**config.mk**
```make
export PLATFORM = sky130hd
export DESIGN_NAME = spdif_frame_ctrl
export DESIGN_NICKNAME = d
export VERILOG_FILES = /design/src/rtl/spdif_frame_ctrl.sv
export SDC_FILE = /design/constraint.sdc
export NUM_CORES = 1
export LEC_CHECK = 0
export BUFFER_PORTS_ARGS = -buffer_cell sky130_fd_sc_hd__buf_2
export CAP_MARGIN = 20
export CORE_MARGIN = 2
export CORE_UTILIZATION = 55
export CTS_BUF_LIST = sky130_fd_sc_hd__clkbuf_4
export DETAILED_ROUTE_END_ITERATION = 8
export PLACE_DENSITY_LB_ADDON = 0.05
export SETUP_SLACK_MARGIN = 0.02
export SYNTH_ARGS = -nofsm -noshare
export SYNTH_HDL_FRONTEND = slang
export SYNTH_SLANG_ARGS = --single-unit
```
**constraint.sdc**
```tcl
create_clock -name i_clk -period 2.23 [get_ports i_clk]
set_input_delay 0 -clock i_clk [delete_from_list [all_inputs] [get_ports i_clk]]
set_output_delay 0 -clock i_clk [all_outputs]
set_load 0.01 [all_outputs]
```
**src/rtl/spdif_frame_ctrl.sv**
```systemverilog
// S/PDIF subframe assembler: collects 28 decoded time-slot bits per preamble, tracks lock and timeout.
// Optional parity check is built when SPDIF_PARITY_CHECK_EN is defined.
module spdif_frame_ctrl #(
    parameter int TIMEOUT  = 256,
    parameter int LOCK_CNT = 2
) (
    input  logic        i_clk,
    input  logic        i_rst_n,
    input  logic        i_head,
    input  logic        i_shift_ena,
    input  logic        i_zero,
    input  logic        i_one,
    output logic [23:0] o_sample,
    output logic        o_v,
    output logic        o_u,
    output logic        o_c,
    output logic        o_chan,
    output logic        o_valid,
    output logic        o_err,
    output logic        o_locked
);

    typedef enum logic [1:0] {S_IDLE, S_RECV, S_WAIT_HEAD} state_t;

    state_t      r_state, w_state_nxt;
    logic [26:0] r_shift;
    logic [4:0]  r_cnt;
    logic [15:0] r_tmo;
    logic [3:0]  r_good;
    logic [23:0] r_sample;
    logic        r_v, r_u, r_c, r_chan, r_valid, r_err, r_locked;

    logic w_act, w_tmo_fire, w_bit_ok, w_par_err;
    logic w_shift, w_clr, w_good, w_bad;

    assign w_act      = i_head | i_shift_ena;
    assign w_tmo_fire = !w_act && (r_tmo == 16'(TIMEOUT - 1));
    assign w_bit_ok   = i_zero ^ i_one;

`ifdef SPDIF_PARITY_CHECK_EN
    // Slots 4..31 carry even parity, so the XOR of all 28 received bits must be 0.
    assign w_par_err = ^{i_one, r_shift};
`else
    assign w_par_err = 1'b0;
`endif

    always_comb begin
        w_state_nxt = r_state;
        w_shift     = 1'b0;
        w_clr       = 1'b0;
        w_good      = 1'b0;
        w_bad       = 1'b0;
        if (w_tmo_fire) begin
            w_state_nxt = S_IDLE;
            w_bad       = r_locked;
        end else begin
            case (r_state)
                S_IDLE: begin
                    if (i_head) begin
                        w_state_nxt = S_RECV;
                        w_clr       = 1'b1;
                    end
                end
                S_RECV: begin
                    // A preamble always wins over a coincident bit strobe.
                    if (i_head) begin
                        w_bad = 1'b1;
                        w_clr = 1'b1;
                    end else if (i_shift_ena) begin
                        if (!w_bit_ok) begin
                            w_bad       = 1'b1;
                            w_state_nxt = S_IDLE;
                        end else begin
                            w_shift = 1'b1;
                            if (r_cnt == 5'd27) begin
                                w_state_nxt = S_WAIT_HEAD;
                                w_bad       = w_par_err;
                                w_good      = !w_par_err;
                            end
                        end
                    end
                end
                S_WAIT_HEAD: begin
                    if (i_head) begin
                        w_state_nxt = S_RECV;
                        w_clr       = 1'b1;
                    end else if (i_shift_ena) begin
                        w_bad       = 1'b1;
                        w_state_nxt = S_IDLE;
                    end
                end
                default: w_state_nxt = S_IDLE;
            endcase
        end
    end

    always_ff @(posedge i_clk or negedge i_rst_n) begin
        if (!i_rst_n) begin
            r_state  <= S_IDLE;
            r_shift  <= '0;
            r_cnt    <= '0;
            r_tmo    <= '0;
            r_good   <= '0;
            r_sample <= '0;
            r_v      <= 1'b0;
            r_u      <= 1'b0;
            r_c      <= 1'b0;
            r_chan   <= 1'b0;
            r_valid  <= 1'b0;
            r_err    <= 1'b0;
            r_locked <= 1'b0;
        end else begin
            r_state <= w_state_nxt;
            r_valid <= w_good;
            r_err   <= w_bad;

            if (w_act)
                r_tmo <= '0;
            else if (r_tmo != 16'(TIMEOUT))
                r_tmo <= r_tmo + 16'd1;

            if (w_clr)
                r_cnt <= '0;
            else if (w_shift)
                r_cnt <= r_cnt + 5'd1;

            // LSB-first: after 27 shifts slot 4 sits at bit 0; the 28th bit is taken live.
            if (w_shift)
                r_shift <= {i_one, r_shift[26:1]};

            if (w_good) begin
                r_sample <= r_shift[23:0];
                r_v      <= r_shift[24];
                r_u      <= r_shift[25];
                r_c      <= r_shift[26];
            end

            if (w_bad || w_tmo_fire) begin
                r_good   <= '0;
                r_locked <= 1'b0;
            end else if (w_good) begin
                if (r_good != 4'(LOCK_CNT))
                    r_good <= r_good + 4'd1;
                if (r_good >= 4'(LOCK_CNT - 1))
                    r_locked <= 1'b1;
            end

            // Channel index alternates only across subframes delivered while in lock.
            if (!r_locked)
                r_chan <= 1'b0;
            else if (r_valid)
                r_chan <= ~r_chan;
        end
    end

    assign o_sample = r_sample;
    assign o_v      = r_v;
    assign o_u      = r_u;
    assign o_c      = r_c;
    assign o_chan   = r_chan;
    assign o_valid  = r_valid;
    assign o_err    = r_err;
    assign o_locked = r_locked;

endmodule

```
# Word level (Yosys, flattened, before mapping)

Index checks and enable logic that the tools add are counted.

Flip-flop bits (word level): 85
Output and inout bits: 31
Bits of input ports: 6
Word-level logic and storage cells: 87

Add/subtract/negate cells: 3
Bitwise gates (word level): 3
Order comparisons: 1
Reduce and logical (&&, ||, !) cells: 13
Muxes and demuxes: 42
Equality and inequality tests: 12

Operator list:

| operator                | count |
|---|---|
| $mux W16                | 2 |
| $mux W1                 | 25 |
| $add A16 B1 Y16 const B | 1 |
| $eq A16 B8 Y1 const B   | 1 |
| $mux W2                 | 8 |
| $ne A16 B9 Y1 const B   | 1 |
| $mux W4                 | 3 |
| $mux W5                 | 2 |
| $reduce_bool A2 Y1      | 5 |
| $ne A3 B3 Y1 const B    | 3 |
| $ne A4 B4 Y1 const B    | 2 |
| $pmux W2 S3             | 1 |
| $add A5 B1 Y5 const B   | 1 |
| $eq A5 B5 Y1 const B    | 1 |
| $reduce_and A5 Y1       | 1 |
| $add A4 B1 Y4 const B   | 1 |
| $ge A4 B1 Y1 const B    | 1 |
| $ne A4 B2 Y1 const B    | 1 |
| $reduce_and A2 Y1       | 2 |
| $reduce_or A3 Y1        | 1 |
| $eq A2 B1 Y1 const B    | 1 |
| $eq A2 B2 Y1 const B    | 1 |
| $logic_not A2 Y1        | 1 |
| $ne A2 B2 Y1 const B    | 1 |
| 7 further kinds         | 7 |

# Depth between registers and ports, before layout

Gate-level depths: netlist (run 1).

Depth in word-level cells: 9
Mapped depth: 8
Gate-level depth less buffers: 6

# Least setup slack after synthesis (run 1)

Ideal clock, no wire load.

Path kind: reg-to-reg
Start: reg r_cnt[0]
End: reg r_sample[10] (netlist: o_sample[10])
Path slack: 389 ps
Setup time: 125 ps
Stages on the path, launching flop included: 6
Data arrival time: 1717 ps
Buffers on the path: 1
Required time: 2105 ps
Period minus slack after synthesis: 1841 ps
Cell sequence: dfrtp_1 > ha_1 > and4b_1 > nand4_2 > buf_1 > mux2_2

Cells in the longest elaborated chain, start to end: 7

Ends and longest elaborated chain:

| item                     | line | text |
|---|---|---|
| start: declaration       | 27   | `logic [4:0] r_cnt;` |
| start signal: assignment | 125  | `r_cnt <= r_cnt + 5'd1;` |
| $eq A5 B5 Y1             | 75   | `if (r_cnt == 5'd27) begin` |
| $mux W1                  | 75   |  |
| $mux W1                  | 70   | `if (!w_bit_ok) begin` |
| $mux W1                  | 69   | `end else if (i_shift_ena) begin` |
| $mux W1                  | 66   | `if (i_head) begin` |
| $mux W1                  | 57   | `case (r_state)` |
| $mux W1                  | 53   | `if (w_tmo_fire) begin` |
| end signal: assignment   | 132  | `r_sample <= r_shift[23:0];` |
| end: declaration         | 30   | `logic [23:0] r_sample;` |

No other way between the ends.
A chain may end at the register's enable or synchronous reset.

# Final worst setup path (run 1)

Start: reg r_cnt[0]
End: reg r_good[2]

Cells in the longest elaborated chain, start to end: 9

Ends and longest elaborated chain:

| item                         | line | text |
|---|---|---|
| $eq A5 B5 Y1                 | 75   |  |
| $mux W1                      | 75   |  |
| $mux W1                      | 70   |  |
| $mux W1                      | 69   |  |
| $mux W1                      | 66   |  |
| $mux W1                      | 57   |  |
| $mux W1                      | 53   |  |
| $reduce_bool A2 Y1 (no line) | -    |  |
| $reduce_and A2 Y1 (no line)  | -    |  |
| end signal: assignment       | 143  | `r_good <= r_good + 4'd1;` |
| end: declaration             | 29   | `logic [3:0] r_good;` |

No other way between the ends.

==> results of run 1 <==
==> layout by cell type, fill, tap and decap left out, types with 10 or more instances in the layout <==
cell type / synthesis / layout
sky130_fd_sc_hd__ha_1: 11 / 11
sky130_fd_sc_hd__clkbuf_4: 0 / 10
sky130_fd_sc_hd__buf_2: 1 / 35
sky130_fd_sc_hd__nand2_1: 92 / 92
sky130_fd_sc_hd__nand3_1: 13 / 13
sky130_fd_sc_hd__nor2_1: 16 / 16
sky130_fd_sc_hd__inv_1: 10 / 10
sky130_fd_sc_hd__dfrtp_1: 85 / 85
sky130_fd_sc_hd__mux2_2: 27 / 27
==> power by group <==
group	leakage [nW]	internal (mW)	switching [mW]	total [mW]
Sequential	1.18	1.60	0.0472	1.65
Clock	0.0975	0.583	0.507	1.09
Combinational	0.993	0.103	0.192	0.295
==> final cells by class <==
type | count | area [sq um] | share of cell area, %
clock buffers | 10 | 75.1 | 1.76
clock inverters | 5 | 108 | 2.52
flip-flops and latches | 85 | 2130 | 49.8
well taps | 80 | 100 | 2.35
repair buffers | 46 | 278 | 6.51
multi-input cells | 247 | 1540 | 36.1
inverters | 10 | 37.5 | 0.880
==> registers in the layout, indices dropped and copies added, names as in the netlist <==
register	flops
o_valid	1
o_c	1
r_good	4
o_locked	1
o_err	1
r_shift	27
o_v	1
o_u	1
r_cnt	5
r_state	2
o_sample	24
o_chan	1
r_tmo	16
==> metrics by stage <==
stage | instances | power (mW) | hold slack [ns]
finish | 483 | 3.03 | 0.0644
CTS | 483 | 3.07 | 0.0574
global route | 483 | 3.17 | 0.0980
floorplan | 356 | 1.86 | -0.296
detailed placement | 465 | 1.97 | -0.00794
global placement | 465 | 1.96 | -0.0102
==> synth_stat cells, drive strengths merged <==
cell	number	area (sq um)
nand2	92	345
dfrtp	85	2130
mux2	27	304
nor2	16	60.1
nand3	13	65.1
clkbuf	11	41.3
ha	11	138
inv	10	37.5
xor2	10	95.1
a21oi	9	45.0
o21ai	8	40.0
nand4	7	50.1
xnor2	6	52.6
or4	5	37.5
a211oi	4	30.0
and3	4	25.0
nor3	4	20.0
buf	3	12.5
mux2i	3	30.0
nor2b	3	18.8
nor4b	3	26.3
or3	3	18.8
and4	2	17.5
nand2b	2	12.5
nor3b	2	15.0
nor4	2	12.5
o21bai	2	15.0
o31ai	2	15.0
a21o	1	7.51
a22oi	1	7.51
and2	1	6.26
and4b	1	10.0
nand3b	1	7.51
nand4b	1	8.76
or2	1	6.26
==> cells by family (layout without fill, tap and decap cells) <==
logic type      Yosys count  count (layout)  share of synthesized area, %
compound gates           27              27                          4.26
xor+xnor                 16              16                          3.93
fa+ha+maj                11              11                          3.66
buf+inv                  24              71                          2.43
flops                    85              85                          56.6
mux                      30              30                          8.88
simple gates            163             163                          20.3
==> how the worst max path moves through the flow <==
stage              endpoint  slack (ns)
5_1_grt           r_good[3]        0.23
2_1_floorplan  o_sample[10]        0.39
6_report          r_good[2]        0.32
3_5_place_dp      r_good[2]        0.36
3_3_place_gp      r_good[2]        0.44
4_1_cts           r_good[2]        0.35
==> critical path: stages (launching register included) <==
cell and delay (ns):
sky130_fd_sc_hd__dfrtp_1 0.41, sky130_fd_sc_hd__ha_1 0.23, sky130_fd_sc_hd__and4b_1 0.25, sky130_fd_sc_hd__nand4_2 0.18
sky130_fd_sc_hd__or4_1 0.50, sky130_fd_sc_hd__a211oi_1 0.24
==> per-layer routing <==
metal  wire length [microns]  global-route usage [%]
met5                       0                       0
met4                     110                    6.96
met3                     226                    3.90
met2                    3130                    30.5
met1                    3250                    27.1
==> run summary, run 1 <==
The fmax came out at 0.523 GHz. The post-synthesis instance area came out at 3760 sq um. The startpoint identified for the worst register-to-register timing path is r_cnt[0]. The finished cells cover 4270 sq um.

The setup slack of the most critical reg-to-reg path is 0.32 ns. The site row count came out at 30. The number of buffer cells added on primary ports came out at 36. In this run, distinct cell masters in the synthesized netlist total 39. The count of pins on the block boundary came out at 37. A synthesized cell averages 10.6 sq um.

The reported max-cap violation count is 0. The leakage dissipation came out at 2.27 nW. The endpoint identified for the worst register-to-register timing path is r_good[2]. The number of gates resized after CTS was 0. The max-slew violation total from the final report came out at 0. At the pin with the least slew margin, the transition time is 0.490 ns. Cells fill 63.5% of the core in the end.

TritonCTS built the clock tree. CTS saw 85 sinks. The number of diodes came out at 0. The number of buffers inserted during clock tree synthesis came out at 9.

The fill cell instance count of the final layout came out at 558. Clock tree synthesis selected as its root buffer the cell sky130_fd_sc_hd__clkbuf_4. At the placement stage, the worst setup path has a slack of 0.356 ns.

The vias per cell is 5.43. After the last flow step, the layout net total stands at 416. The y dimension of the die came out at 86.7 microns.

Dividing total power by cell area gives a power density of 711 nW/um^2. The routability-driven placement congestion ratio is 0.783. The post-layout minimum cycle time is 1.91 ns. The number of hold buffers added after cts came out at 3. The total number of H-tree levels came out at 3. The kind of end point of the critical path is a register.

The count of final hold-check violations came out at 0. The net count of the mapped netlist is 373. The number of buffers between clock root and the deepest sink is 2. Tracing the worst setup path back leads to its startpoint at r_cnt[0]. Summed over all layers, the routed wires come to 6.72 mm. The initial standard-cell utilization of the core came out at 56.0%. The final route contains 2623 vias. The post-route netlist has 21.8% of its cells at a drive strength greater than 1. The final worst-path setup slack is 0.317 ns. The depth of the worst register-to-register path came out at 5. In this run the cell area measured after placement is 4060 sq um. The total routing resource utilization after global routing came out at 19.4%. The post-CTS setup buffer count is 0.

The sum of negative setup slack came out at 0 ns. The clock latency at the later pin of the worst-skew pair is 0.42 ns. The worst-case clock skew is 0.0154 ns. Detailed placement ended at an HPWL of 4.54 mm. Setup repair after global routing left no endpoint under its margin. Entering global routing, the biggest net connects 52 pins. Along the worst path, the maximum fanout reaches 7. The run finished with clean final reports. The worst setup path is launched from a register. The first global-routing pass estimated 11.4 mm of wire. The final worst-path cycle share is 85.8%. Across the VDD grid, the largest voltage drop is 419 uV. The number of antenna violations at the first check in global routing is 0.

The core outline area came out at 6720 sq um. The area growth from synthesis to final layout is 13.5%. The data arrival time of the worst path is 2.24 ns. The post-synthesis sequential element count is 85. The DRC violation total after the first TritonRoute iteration came out at 140. The floorplan die area is 7520 sq um. The critical path is of the reg2reg type. The part of the Yosys area used for sequential elements is 56.6%. After clock tree synthesis, the clock-pin slew on the worst setup and hold paths is 0.13 ns. Setup violations remaining at the end of the flow were counted as 0. From left edge to right edge, the die measures 86.7 microns.

After detailed routing, the number of remaining DRC violations is 0. The number of nets still failing antenna checks after routing is 0. The endpoint required time on the critical path came out at 2.55 ns. The worst-case headroom to the max-slew limit is 67.3%. The synthesis warning total came out at 0.

The total overflow left after global routing is 0. The average wire per standard cell is 13.9 microns. The number of global-route vias before repair came out at 2496. The min-delay analysis places its worst path in the category in2async. The number of detailed-route iterations in the first pass is 4.

Synthesis produced 356 cells.
Power figures use the tool's default switching activity.
==> run 2, diff against run 1 <==
- ABC_CLOCK_PERIOD_IN_PS: default -> 1700
- CELL_PAD_IN_SITES_DETAIL_PLACEMENT: default -> 0
- CELL_PAD_IN_SITES_GLOBAL_PLACEMENT: default -> 1
- CORE_UTILIZATION: 55 -> 43
- clock period: 2.23 -> 1.7 ns (I/O delays scaled with it)
==> run 2 against run 1 <==
Effect of this change:
- die area up 27%
- register-to-register slack worse by 0.31 ns
- largest power group unchanged
- routed wire length is 11% higher
- first-iteration DRC count decreased by 23%
- core utilization down 10 points
- critical path depth did not move
- clock power up 21%
- setup slack worse by 0.31 ns
- flip-flop and latch count did not move
==> run summary, run 2 (same netlist as run 1, synthesis figures left out) <==
The maximum number of pins on one net before global-route repair came to 41 (-21%). The count of final hold-check violations came to 0 (unchanged). The total congestion overflow after global routing came out at 0 (unchanged). The vias per cell was 5.03 (-7.3%). The total number of H-tree levels is 3 (unchanged). The y dimension of the die is 97.5 microns (+12%).

The post-detailed-routing wire length came out at 7.47 mm (+11%). The clock latency at the later pin of the worst-skew pair came to 0.42 ns (about the same). The total routing resource utilization after global routing came out at 16.4% (-3.0 points).

The clock sink total came out at 85 (unchanged). The core outline area came to 8590 sq um (+28%). The site row count came out at 34 (+13%). The routability-driven placement congestion ratio came out at 0.773 (-1.3%). The endpoint required time on the critical path is 2.06 ns (-0.49 ns).

The count of vias placed by the detailed router came out at 2718 (+3.6%). The leakage dissipation was 2.40 nW (+5.9%). The fmax is 0.589 GHz (+13%). The final worst-path cycle share is 99.9% (+14 points). The measured slew at the worst slew-check pin is 0.520 ns (+0.0300 ns). The number of diodes came out at 0 (unchanged). The floorplan die area is 9510 sq um (+27%). Setup repair after global routing could not meet its margin everywhere. The clock tree from TritonCTS is built. The first-pass GRT wire length came out at 12.7 mm (+11%). The register with the most flip-flops in the final layout is r_shift. The cell sitting at the root of the clock tree is a sky130_fd_sc_hd__clkbuf_4. From synthesis to final layout, the design area changed by 22.2%. The layout net count is 444 (+6.7%). The number of setup violations in the final report is 0 (unchanged). The die extent in x came out at 97.5 microns (+12%). In the layout the commonest cells are 92 x sky130_fd_sc_hd__nand2_1, 82 x sky130_fd_sc_hd__dfrtp_1, 35 x sky130_fd_sc_hd__buf_2, 35 x sky130_fd_sc_hd__buf_4, 27 x sky130_fd_sc_hd__mux2_2.

The worst setup timing slack at the placement stage is -0.00308 ns (-0.359 ns). The peak supply drop is 477 uV (+14%). The average wire per standard cell is 13.8 microns (-0.58%). The clock-pin slew reported for the worst setup and hold paths after clock tree synthesis came to 0.14 ns (about the same). The total design power is 4.01 mW (+32%). The post-layout minimum cycle time is 1.70 ns (-0.215 ns). The count of pins on the block boundary was 37 (unchanged). The data arrival time of the worst path came out at 2.05 ns (-0.19 ns). The power per standard cell area is 872 nW/um^2 (+23%).

The DRC violation total after the first TritonRoute iteration came out at 108 (-23%). The kind of end point of the critical path is a register. The number of buffers inserted during clock tree synthesis is 9 (unchanged). The number of detailed-route iterations in the first pass came out at 4 (unchanged). The final worst-path setup slack was 0.00198 ns (-0.315 ns). Leaving out fill and tap cells, the most frequent cell in the layout is sky130_fd_sc_hd__nand2_1. The number of antenna violations at the first check in global routing was 0 (unchanged). The number of buffer cells added on primary ports is 36 (unchanged). The kind of start point of the critical path is a register. The worst-case clock skew is 0.0165 ns (+0.00111 ns). The number of global-route vias before repair is 2674 (+7.1%). The max-slew violation total from the final report is 0 (unchanged). The sum of negative setup slack came out at 0 ns (unchanged). The critical path class is reg2reg. The number of nets still failing antenna checks after routing is 0 (unchanged). The fraction of final layout cells sized beyond drive strength 1 came to 32.2% (+10 points). The run finished with clean final reports. The reported max-cap violation count is 0 (unchanged).

The initial standard-cell utilization of the core was 43.8% (-12 points). The post-detailed-placement half-perimeter wirelength is 5.12 mm (+13%). The number of design rule violations left after detail routing came out at 0 (unchanged). The worst-case headroom to the max-slew limit came out at 65.3% (-1.9 points). The number of buffers between clock root and the deepest sink came out at 2 (unchanged).

The peak fanout along the critical path came out at 7 (unchanged). The worst hold path belongs to the class in2async. The number of flip-flops under the largest register name came out at 27 (unchanged).
## run 2: cell count changes in the layout (fill, tap and decap cells not counted), sizes merged
cell and delta:
bufinv -1, clkinvlp +1, clkbuf +1, clkinv +2
inv -2, buf +28
## run 2: cell type report
| type | count | area, sq um |
|---|---|---|
| fill | 820 | 4000 |
| sequential | 85 | 2130 |
| multi-input combinational | 247 | 1640 |
| timing repair buffer | 74 | 488 |
| tap | 108 | 135 |
| clock inverter | 5 | 85.1 |
| clock buffer | 11 | 82.6 |
| inverter | 10 | 37.5 |
## run 2: worst max-delay path, cell delays in order (launching register included)
cell and delay, ns:
sky130_fd_sc_hd__dfrtp_1 0.38, sky130_fd_sc_hd__ha_2 0.19, sky130_fd_sc_hd__and4b_2 0.26, sky130_fd_sc_hd__nand4_4 0.11, sky130_fd_sc_hd__or4_4 0.51, sky130_fd_sc_hd__a211oi_2 0.18
## run 2: power breakdown
part / internal, mW / switching, mW
Combinational: 0.224 / 0.297
Clock: 0.635 / 0.682
Sequential: 2.10 / 0.0655
Total: 2.96 / 1.05
## run 2: final timing paths
| kind | depth (start not counted) | slack, ns | to | startpoint |
|---|---|---|---|---|
| max in group asynchronous | 3 | 1.03 | r_tmo[0] | i_rst_n |
| min in group i_clk | 5 | 0.08 | r_state[1] | i_zero |
| worst min-delay path | 2 | 0.07 | r_good[1] | i_rst_n |
| worst min register to register | 2 | 0.50 | r_shift[0] | r_shift[0] |
| worst max register to register | 5 | 0.002 | r_good[2] | r_cnt[0] |
| worst max-delay path | 5 | 0.002 | r_good[2] | r_cnt[0] |
## run 2: metrics by stage
stage / utilization, % / hold slack [ns] / cells / instance area, sq um
detailed placement: 49.7 / 0.0183 / 516 / 4270
global route: 53.5 / 0.0667 / 540 / 4590
floorplan: - / -0.296 / 356 / 3780
CTS: 52.2 / 0.0558 / 535 / 4490
finish: 53.5 / 0.0693 / 540 / 4590
global placement: 49.7 / 0.0140 / 516 / 4270
## run 2: timing repair
item,in CTS,in global routing
buffers inserted,0,5
hold buffers,3,0
resized for setup,7,15
setup endpoints to repair,19,31
endpoints found under the hold margin,88,0
pin swaps,3,7
## run 2: metal layers
metal  track usage, %  up-vias  wire [microns]
li1                 -     1343               -
met1             22.1     1334            3680
met2             25.9       34            3450
met3             3.96        7             242
met4             5.77        0              92
met5                0        -               0
